**config.mk**
```make
export PLATFORM = sky130hd
export DESIGN_NAME = hit_resolver
export DESIGN_NICKNAME = d
export VERILOG_FILES = /design/src/rtl/demoman_pkg.sv /design/src/rtl/box_overlap.sv /design/src/rtl/hit_resolver.sv
export SDC_FILE = /design/constraint.sdc
export NUM_CORES = 1
export LEC_CHECK = 0
export ABC_CLOCK_PERIOD_IN_PS = 3800
export CORE_UTILIZATION = 42
export DETAILED_ROUTE_END_ITERATION = 10
export PLACE_DENSITY = 0.85
export SLEW_MARGIN = 10
export SYNTH_ARGS = -nofsm -noshare
export SYNTH_HDL_FRONTEND = slang
export SYNTH_SLANG_ARGS = --single-unit
```
**constraint.sdc**
```tcl
create_clock -name clk -period 3.8 [get_ports clk]
set_input_delay 0.76 -clock clk [delete_from_list [all_inputs] [get_ports clk]]
set_output_delay 0.76 -clock clk [all_outputs]
set_load 0.02 [all_outputs]
```
**src/rtl/demoman_pkg.sv**
```systemverilog
// demoman_pkg: shared player state codes, arbiter FSM encoding, winner codes and widths
package demoman_pkg;
  localparam int HEALTH_W = 8;
  localparam int STUN_W = 6;
  localparam int COORD_W = 10;
  typedef enum logic [3:0] {
    ST_IDLE      = 4'd0,
    ST_FWD       = 4'd1,
    ST_BACK      = 4'd2,
    ST_ATK_START = 4'd3,
    ST_ATK_END   = 4'd4,
    ST_ATK_PULL  = 4'd5
  } player_state_t;
  typedef enum logic {FIGHT = 1'b0, GAME_OVER = 1'b1} fsm_t;
  localparam logic [1:0] WIN_NONE = 2'b00;
  localparam logic [1:0] WIN_P1   = 2'b01;
  localparam logic [1:0] WIN_P2   = 2'b10;
  localparam logic [1:0] WIN_DRAW = 2'b11;
  function automatic logic [HEALTH_W-1:0] sat_sub(input logic [HEALTH_W-1:0] a, input logic [HEALTH_W-1:0] b);
    return (a > b) ? a - b : '0;
  endfunction
endpackage

```
**src/rtl/box_overlap.sv**
```systemverilog
// box_overlap: inclusive-corner axis-aligned rectangle intersection test
module box_overlap import demoman_pkg::*; (
  input  logic [COORD_W-1:0] i_ax1,
  input  logic [COORD_W-1:0] i_ax2,
  input  logic [COORD_W-1:0] i_ay1,
  input  logic [COORD_W-1:0] i_ay2,
  input  logic [COORD_W-1:0] i_bx1,
  input  logic [COORD_W-1:0] i_bx2,
  input  logic [COORD_W-1:0] i_by1,
  input  logic [COORD_W-1:0] i_by2,
  output logic               o_hit
);
  assign o_hit = (i_ax1 <= i_bx2) && (i_bx1 <= i_ax2) && (i_ay1 <= i_by2) && (i_by1 <= i_ay2);
endmodule

```
**src/rtl/hit_resolver.sv**
```systemverilog
// hit_resolver: per-frame P1/P2 hit detection, damage, stun and round-winner arbiter
module hit_resolver import demoman_pkg::*; #(
  parameter logic [HEALTH_W-1:0] MAX_HEALTH = 8'd100,
  parameter logic [HEALTH_W-1:0] HIT_DMG    = 8'd10,
  parameter logic [HEALTH_W-1:0] BLOCK_DMG  = 8'd2,
  parameter logic [STUN_W-1:0]   HITSTUN    = 6'd20,
  parameter logic [STUN_W-1:0]   BLOCKSTUN  = 6'd8
) (
  input  logic                clk,
  input  logic                rst,
  input  logic                frame_tick,
  input  logic                restart,
  input  logic [3:0]          p1_state,
  input  logic [3:0]          p2_state,
  input  logic [COORD_W-1:0]  p1_hit_x1,
  input  logic [COORD_W-1:0]  p1_hit_x2,
  input  logic [COORD_W-1:0]  p1_hit_y1,
  input  logic [COORD_W-1:0]  p1_hit_y2,
  input  logic [COORD_W-1:0]  p1_hurt_x1,
  input  logic [COORD_W-1:0]  p1_hurt_x2,
  input  logic [COORD_W-1:0]  p1_hurt_y1,
  input  logic [COORD_W-1:0]  p1_hurt_y2,
  input  logic [COORD_W-1:0]  p2_hit_x1,
  input  logic [COORD_W-1:0]  p2_hit_x2,
  input  logic [COORD_W-1:0]  p2_hit_y1,
  input  logic [COORD_W-1:0]  p2_hit_y2,
  input  logic [COORD_W-1:0]  p2_hurt_x1,
  input  logic [COORD_W-1:0]  p2_hurt_x2,
  input  logic [COORD_W-1:0]  p2_hurt_y1,
  input  logic [COORD_W-1:0]  p2_hurt_y2,
  output logic [HEALTH_W-1:0] p1_health,
  output logic [HEALTH_W-1:0] p2_health,
  output logic                p1_got_hit,
  output logic                p2_got_hit,
  output logic                p1_stunned,
  output logic                p2_stunned,
  output logic                game_over,
  output logic [1:0]          winner
);
  fsm_t                r_state;
  logic [HEALTH_W-1:0] r_p1_health, r_p2_health;
  logic [STUN_W-1:0]   r_p1_stun, r_p2_stun;
  logic                r_p1_latch, r_p2_latch;
  logic                r_p1_got_hit, r_p2_got_hit;
  logic [1:0]          r_winner;
  logic                w_ov_p1_on_p2, w_ov_p2_on_p1;
  logic                w_run, w_p1_conn, w_p2_conn;
  logic [HEALTH_W-1:0] w_p1_health_nx, w_p2_health_nx;
  logic [STUN_W-1:0]   w_p1_stun_nx, w_p2_stun_nx;
  logic                w_p1_latch_nx, w_p2_latch_nx;
  box_overlap u_p1_on_p2 (
    .i_ax1(p1_hit_x1), .i_ax2(p1_hit_x2), .i_ay1(p1_hit_y1), .i_ay2(p1_hit_y2),
    .i_bx1(p2_hurt_x1), .i_bx2(p2_hurt_x2), .i_by1(p2_hurt_y1), .i_by2(p2_hurt_y2),
    .o_hit(w_ov_p1_on_p2)
  );
  box_overlap u_p2_on_p1 (
    .i_ax1(p2_hit_x1), .i_ax2(p2_hit_x2), .i_ay1(p2_hit_y1), .i_ay2(p2_hit_y2),
    .i_bx1(p1_hurt_x1), .i_bx2(p1_hurt_x2), .i_by1(p1_hurt_y1), .i_by2(p1_hurt_y2),
    .o_hit(w_ov_p2_on_p1)
  );
  assign w_run = frame_tick && (r_state == FIGHT);
  assign w_p1_conn = w_run && (p1_state == ST_ATK_END) && w_ov_p1_on_p2 && !r_p1_latch;
  assign w_p2_conn = w_run && (p2_state == ST_ATK_END) && w_ov_p2_on_p1 && !r_p2_latch;
  // P2 takes P1's attack: a defender walking backward blocks for chip damage and short stun
  always_comb begin
    w_p2_health_nx = w_p1_conn ? sat_sub(r_p2_health, (p2_state == ST_BACK) ? BLOCK_DMG : HIT_DMG) : r_p2_health;
    w_p2_stun_nx = w_p1_conn ? ((p2_state == ST_BACK) ? BLOCKSTUN : HITSTUN)
                 : (frame_tick && r_p2_stun != '0) ? r_p2_stun - 1'b1 : r_p2_stun;
    w_p1_latch_nx = w_run ? ((p1_state != ST_ATK_END) ? 1'b0 : (r_p1_latch | w_p1_conn)) : r_p1_latch;
  end
  // P1 takes P2's attack
  always_comb begin
    w_p1_health_nx = w_p2_conn ? sat_sub(r_p1_health, (p1_state == ST_BACK) ? BLOCK_DMG : HIT_DMG) : r_p1_health;
    w_p1_stun_nx = w_p2_conn ? ((p1_state == ST_BACK) ? BLOCKSTUN : HITSTUN)
                 : (frame_tick && r_p1_stun != '0) ? r_p1_stun - 1'b1 : r_p1_stun;
    w_p2_latch_nx = w_run ? ((p2_state != ST_ATK_END) ? 1'b0 : (r_p2_latch | w_p2_conn)) : r_p2_latch;
  end
  always_ff @(posedge clk) begin
    if (rst) begin
      r_state      <= FIGHT;
      r_p1_health  <= MAX_HEALTH;
      r_p2_health  <= MAX_HEALTH;
      r_p1_stun    <= '0;
      r_p2_stun    <= '0;
      r_p1_latch   <= 1'b0;
      r_p2_latch   <= 1'b0;
      r_p1_got_hit <= 1'b0;
      r_p2_got_hit <= 1'b0;
      r_winner     <= WIN_NONE;
    end else begin
      r_p1_stun    <= w_p1_stun_nx;
      r_p2_stun    <= w_p2_stun_nx;
      r_p1_got_hit <= w_p2_conn;
      r_p2_got_hit <= w_p1_conn;
      case (r_state)
        FIGHT: begin
          r_p1_health <= w_p1_health_nx;
          r_p2_health <= w_p2_health_nx;
          r_p1_latch  <= w_p1_latch_nx;
          r_p2_latch  <= w_p2_latch_nx;
          if (w_run && (w_p1_health_nx == '0 || w_p2_health_nx == '0)) begin
            r_state  <= GAME_OVER;
            r_winner <= {w_p1_health_nx == '0, w_p2_health_nx == '0};
          end
        end
        GAME_OVER: if (restart) begin
          r_state     <= FIGHT;
          r_p1_health <= MAX_HEALTH;
          r_p2_health <= MAX_HEALTH;
          r_p1_latch  <= 1'b0;
          r_p2_latch  <= 1'b0;
          r_winner    <= WIN_NONE;
        end
        default: r_state <= FIGHT;
      endcase
    end
  end
  assign p1_health  = r_p1_health;
  assign p2_health  = r_p2_health;
  assign p1_got_hit = r_p1_got_hit;
  assign p2_got_hit = r_p2_got_hit;
  assign p1_stunned = (r_p1_stun != '0);
  assign p2_stunned = (r_p2_stun != '0);
  assign game_over  = (r_state == GAME_OVER);
  assign winner     = r_winner;
endmodule

```
==> results of run 1 <==
## stage by stage
stage,cells,setup WS (ns)
after global routing,885,0.0893
after detailed placement,877,0.0464
final,885,0.344
after CTS,885,0.353
after floorplan,548,0.691
after global placement,877,0.130
## final cells by class
type                       instances  area share [%]
tap                              129            2.51
inverter                          99            5.79
sequential                        35            10.9
timing repair buffer             208            31.9
clock inverter                     3           0.682
clock buffer                       5            1.07
multi-input combinational        406            47.1
## registers in the layout, indices dropped and copies added (netlist names)
| name | flops |
|---|---|
| game_over | 1 |
| p1_got_hit | 1 |
| p1_health | 8 |
| p2_got_hit | 1 |
| p2_health | 8 |
| r_p1_latch | 1 |
| r_p1_stun | 6 |
| r_p2_latch | 1 |
| r_p2_stun | 6 |
| winner | 2 |
## where the power goes
| group | leakage, nW | total [W] | switching, W | internal (W) |
|---|---|---|---|---|
| sequential | 0.284 | 0.000476 | 0.0000520 | 0.000424 |
| combinational | 2.59 | 0.000789 | 0.000359 | 0.000430 |
| clock | 0.0581 | 0.000337 | 0.000141 | 0.000195 |
| total | 2.94 | 0.00160 | 0.000553 | 0.00105 |
## routing by layer
| metal | wire (um) | share of wire, % | GRT usage, % |
|---|---|---|---|
| met5 | 0 | 0 | 0 |
| met4 | 705 | 5.1 | 14.7 |
| met3 | 1060 | 7.7 | 5.62 |
| met2 | 6980 | 50 | 50.7 |
| met1 | 5080 | 37 | 27.8 |
## critical path: cells and delay by family
kind,cells,cell delay (ns)
and+or+nand+nor,1,0.44
AOI/OAI and AO/OA,7,1.63
buffers and inverters,2,0.49
adders and majority gates,1,0.29
## cell families after synthesis
family	synth area share, %
adder cells (fa/ha/maj)	26.7
XOR/XNOR	2.76
AO/OA/AOI/OAI	20.1
flip-flops	17.0
multiplexers	1.27
AND/OR/NAND/NOR	22.4
buffers and inverters	9.80
## final timing paths
kind,to,slack (ns),depth (start not counted)
worst max-delay path,game_over,0.34,11
worst min-delay path,p2_health[0],0.51,2
worst max register to register,game_over,1.43,10
worst min register to register,p2_health[0],0.51,2
## cells in the final DEF (no fill, tap or decap), types with 3 or more instances in the layout
| master | count |
|---|---|
| nand3_1 | 9 |
| a31oi_1 | 6 |
| mux2i_1 | 3 |
| nor2_1 | 44 |
| clkbuf_8 | 5 |
| ha_1 | 88 |
| xnor2_1 | 4 |
| buf_4 | 14 |
| o21ai_0 | 24 |
| dfxtp_1 | 35 |
| nor4_1 | 9 |
| nor3_1 | 13 |
| a211oi_1 | 10 |
| inv_1 | 98 |
| nand2_1 | 32 |
| nor4b_1 | 6 |
| o211ai_1 | 3 |
| nand2b_1 | 15 |
| or2_2 | 3 |
| nor2b_1 | 7 |
| a21oi_1 | 42 |
| xor2_1 | 9 |
| or3_1 | 7 |
| o21a_1 | 3 |
| and2_1 | 3 |
| a21o_1 | 7 |
| clkdlybuf4s50_1 | 194 |
| nand4_1 | 16 |
==> metrics.csv, run 1 <==
metric;value;unit
fraction of layout instances using a drive strength above 1;5.29;%
Hold Vio Cnt, Final;0;
CTS buffer count;5;
fin. max-slew vios;0;
GPL Wtd Cong;1.00;
first-pass GRT wire length;21900;um
Fin Hold WS;0.507;ns
gr usage total;27.0;%
number of synthesized flops with an enable pin;0;
Final #Nets;1015;
leading area contributor after synthesis;ha_1;
Die Ht;101;um
PD cells;250;nW/um^2
synth cell count leaders;inv_1 (98), ha_1 (88), nor2_1 (44);
Total Power;0.00160;W
Die ar.;10200;um^2
Worst Tran Pin Value;0.627;ns
Clock Sinks;35;
TritonRoute pass-1 iters;4;
total number of vias;4743;
pin count of the biggest net entering global routing;16;
Fill cells;739;
final WL;13800;um
initial DRC count;172;
Post-DRT Antenna Nets;0;
number of global-route vias before repair;4860;
FF-to-FF Start;game_over;
syn avg cell area;7.53;um^2
post-route cell area;6420;um^2
Distinct cells, synth;62;
unrepaired setup endpoints after global routing;no;
register area;701;um^2
CP cell instances;clkdlybuf4s50_1 -> inv_1 -> ha_1 -> a21oi_1 -> o21ai_0 -> a2111oi_2 -> o32ai_2 -> or3_4 -> o311a_1 -> o211ai_2 -> a31oi_1;
leakage;2.94;nW
clk slew on worst S/H paths;0.07;ns
Ports;195;
Final period util;90.9;%
slowest CP cell;a2111oi_2;
Worst Setup Start Kind;input pin;
row count;35;
CTS H-tree depth;2;
Worst Setup End Kind;flip-flop;
CP Data Required Time;3.96;ns
P&R area growth vs syn;55.7;%
critical path type;in -> reg;
DRC Markers;0;
Worst Min Path Start;p2_health[0];
#FFs+latches synth;35;
IR drop worst, VDD;0.373;mV
placed cell areas;6310;um^2
post_cts resized;0;
Max Freq;0.289;GHz
top_reg_cell synth;dfxtp_1;
Hold Crit Class;reg -> reg;
Worst Setup SP;p2_hit_y2[3];
die width;101;um
syn nets;808;
Fin Clk Skew;0.00196;ns
Syn Inst Count;548;
register area share after synthesis;17.0;%
Yosys warnings;0;
critical path arrival;3.61;ns
post-route core utilization;68.5;%
total negative slack;0;ns
Final Setup Violations;0;
CTS tree;done;
leading cell type by number of instances after synthesis;inv_1;
drt wl/cell;15.6;um
Slew headroom;57.8;%
Congestion Overflow GR;0;
Core Footprint;9370;um^2
clk buf depth;2;
vias per inst;5.36;
critical path's largest stage delay;0.46;ns
Buffers on Ports;194;
largest cells by area after synthesis;ha_1 (27%), dfxtp_1 (17%), inv_1 (8.9%);
setup bufs post-CTS;0;
ANT cells;0;
MaxCap Viol Count;0;
Post-CTS Hold Buffers;0;
CP Max Fanout;4;
antenna violations before repair;0;
synthesized area;4120;um^2
status;complete, no violations;
area taken by multi-input logic gates;3030;um^2
min Tclk post-route;3.46;ns
post-synth top area share;26.7;%
clock root buffer;clkbuf_8;
share of synthesized registers carrying an async set or reset;0;%
Starting Density;44.0;%
latest clock arrival within the worst-skew pair;0.29;ns
HPWL after DPL;11900;um
Note: power is estimated with default switching activity, not from simulation.
==> inputs of run 2 (changes only) <==
--- a/config.mk
+++ b/config.mk
@@ -6,6 +6,7 @@
 export NUM_CORES = 1
 export LEC_CHECK = 0
 export ABC_CLOCK_PERIOD_IN_PS = 3800
+export CAP_MARGIN = 0
 export CORE_UTILIZATION = 42
 export DETAILED_ROUTE_END_ITERATION = 10
 export PLACE_DENSITY = 0.85
==> results of run 2 <==
No change in the layout: final DEF, timing and power equal those of run 1.
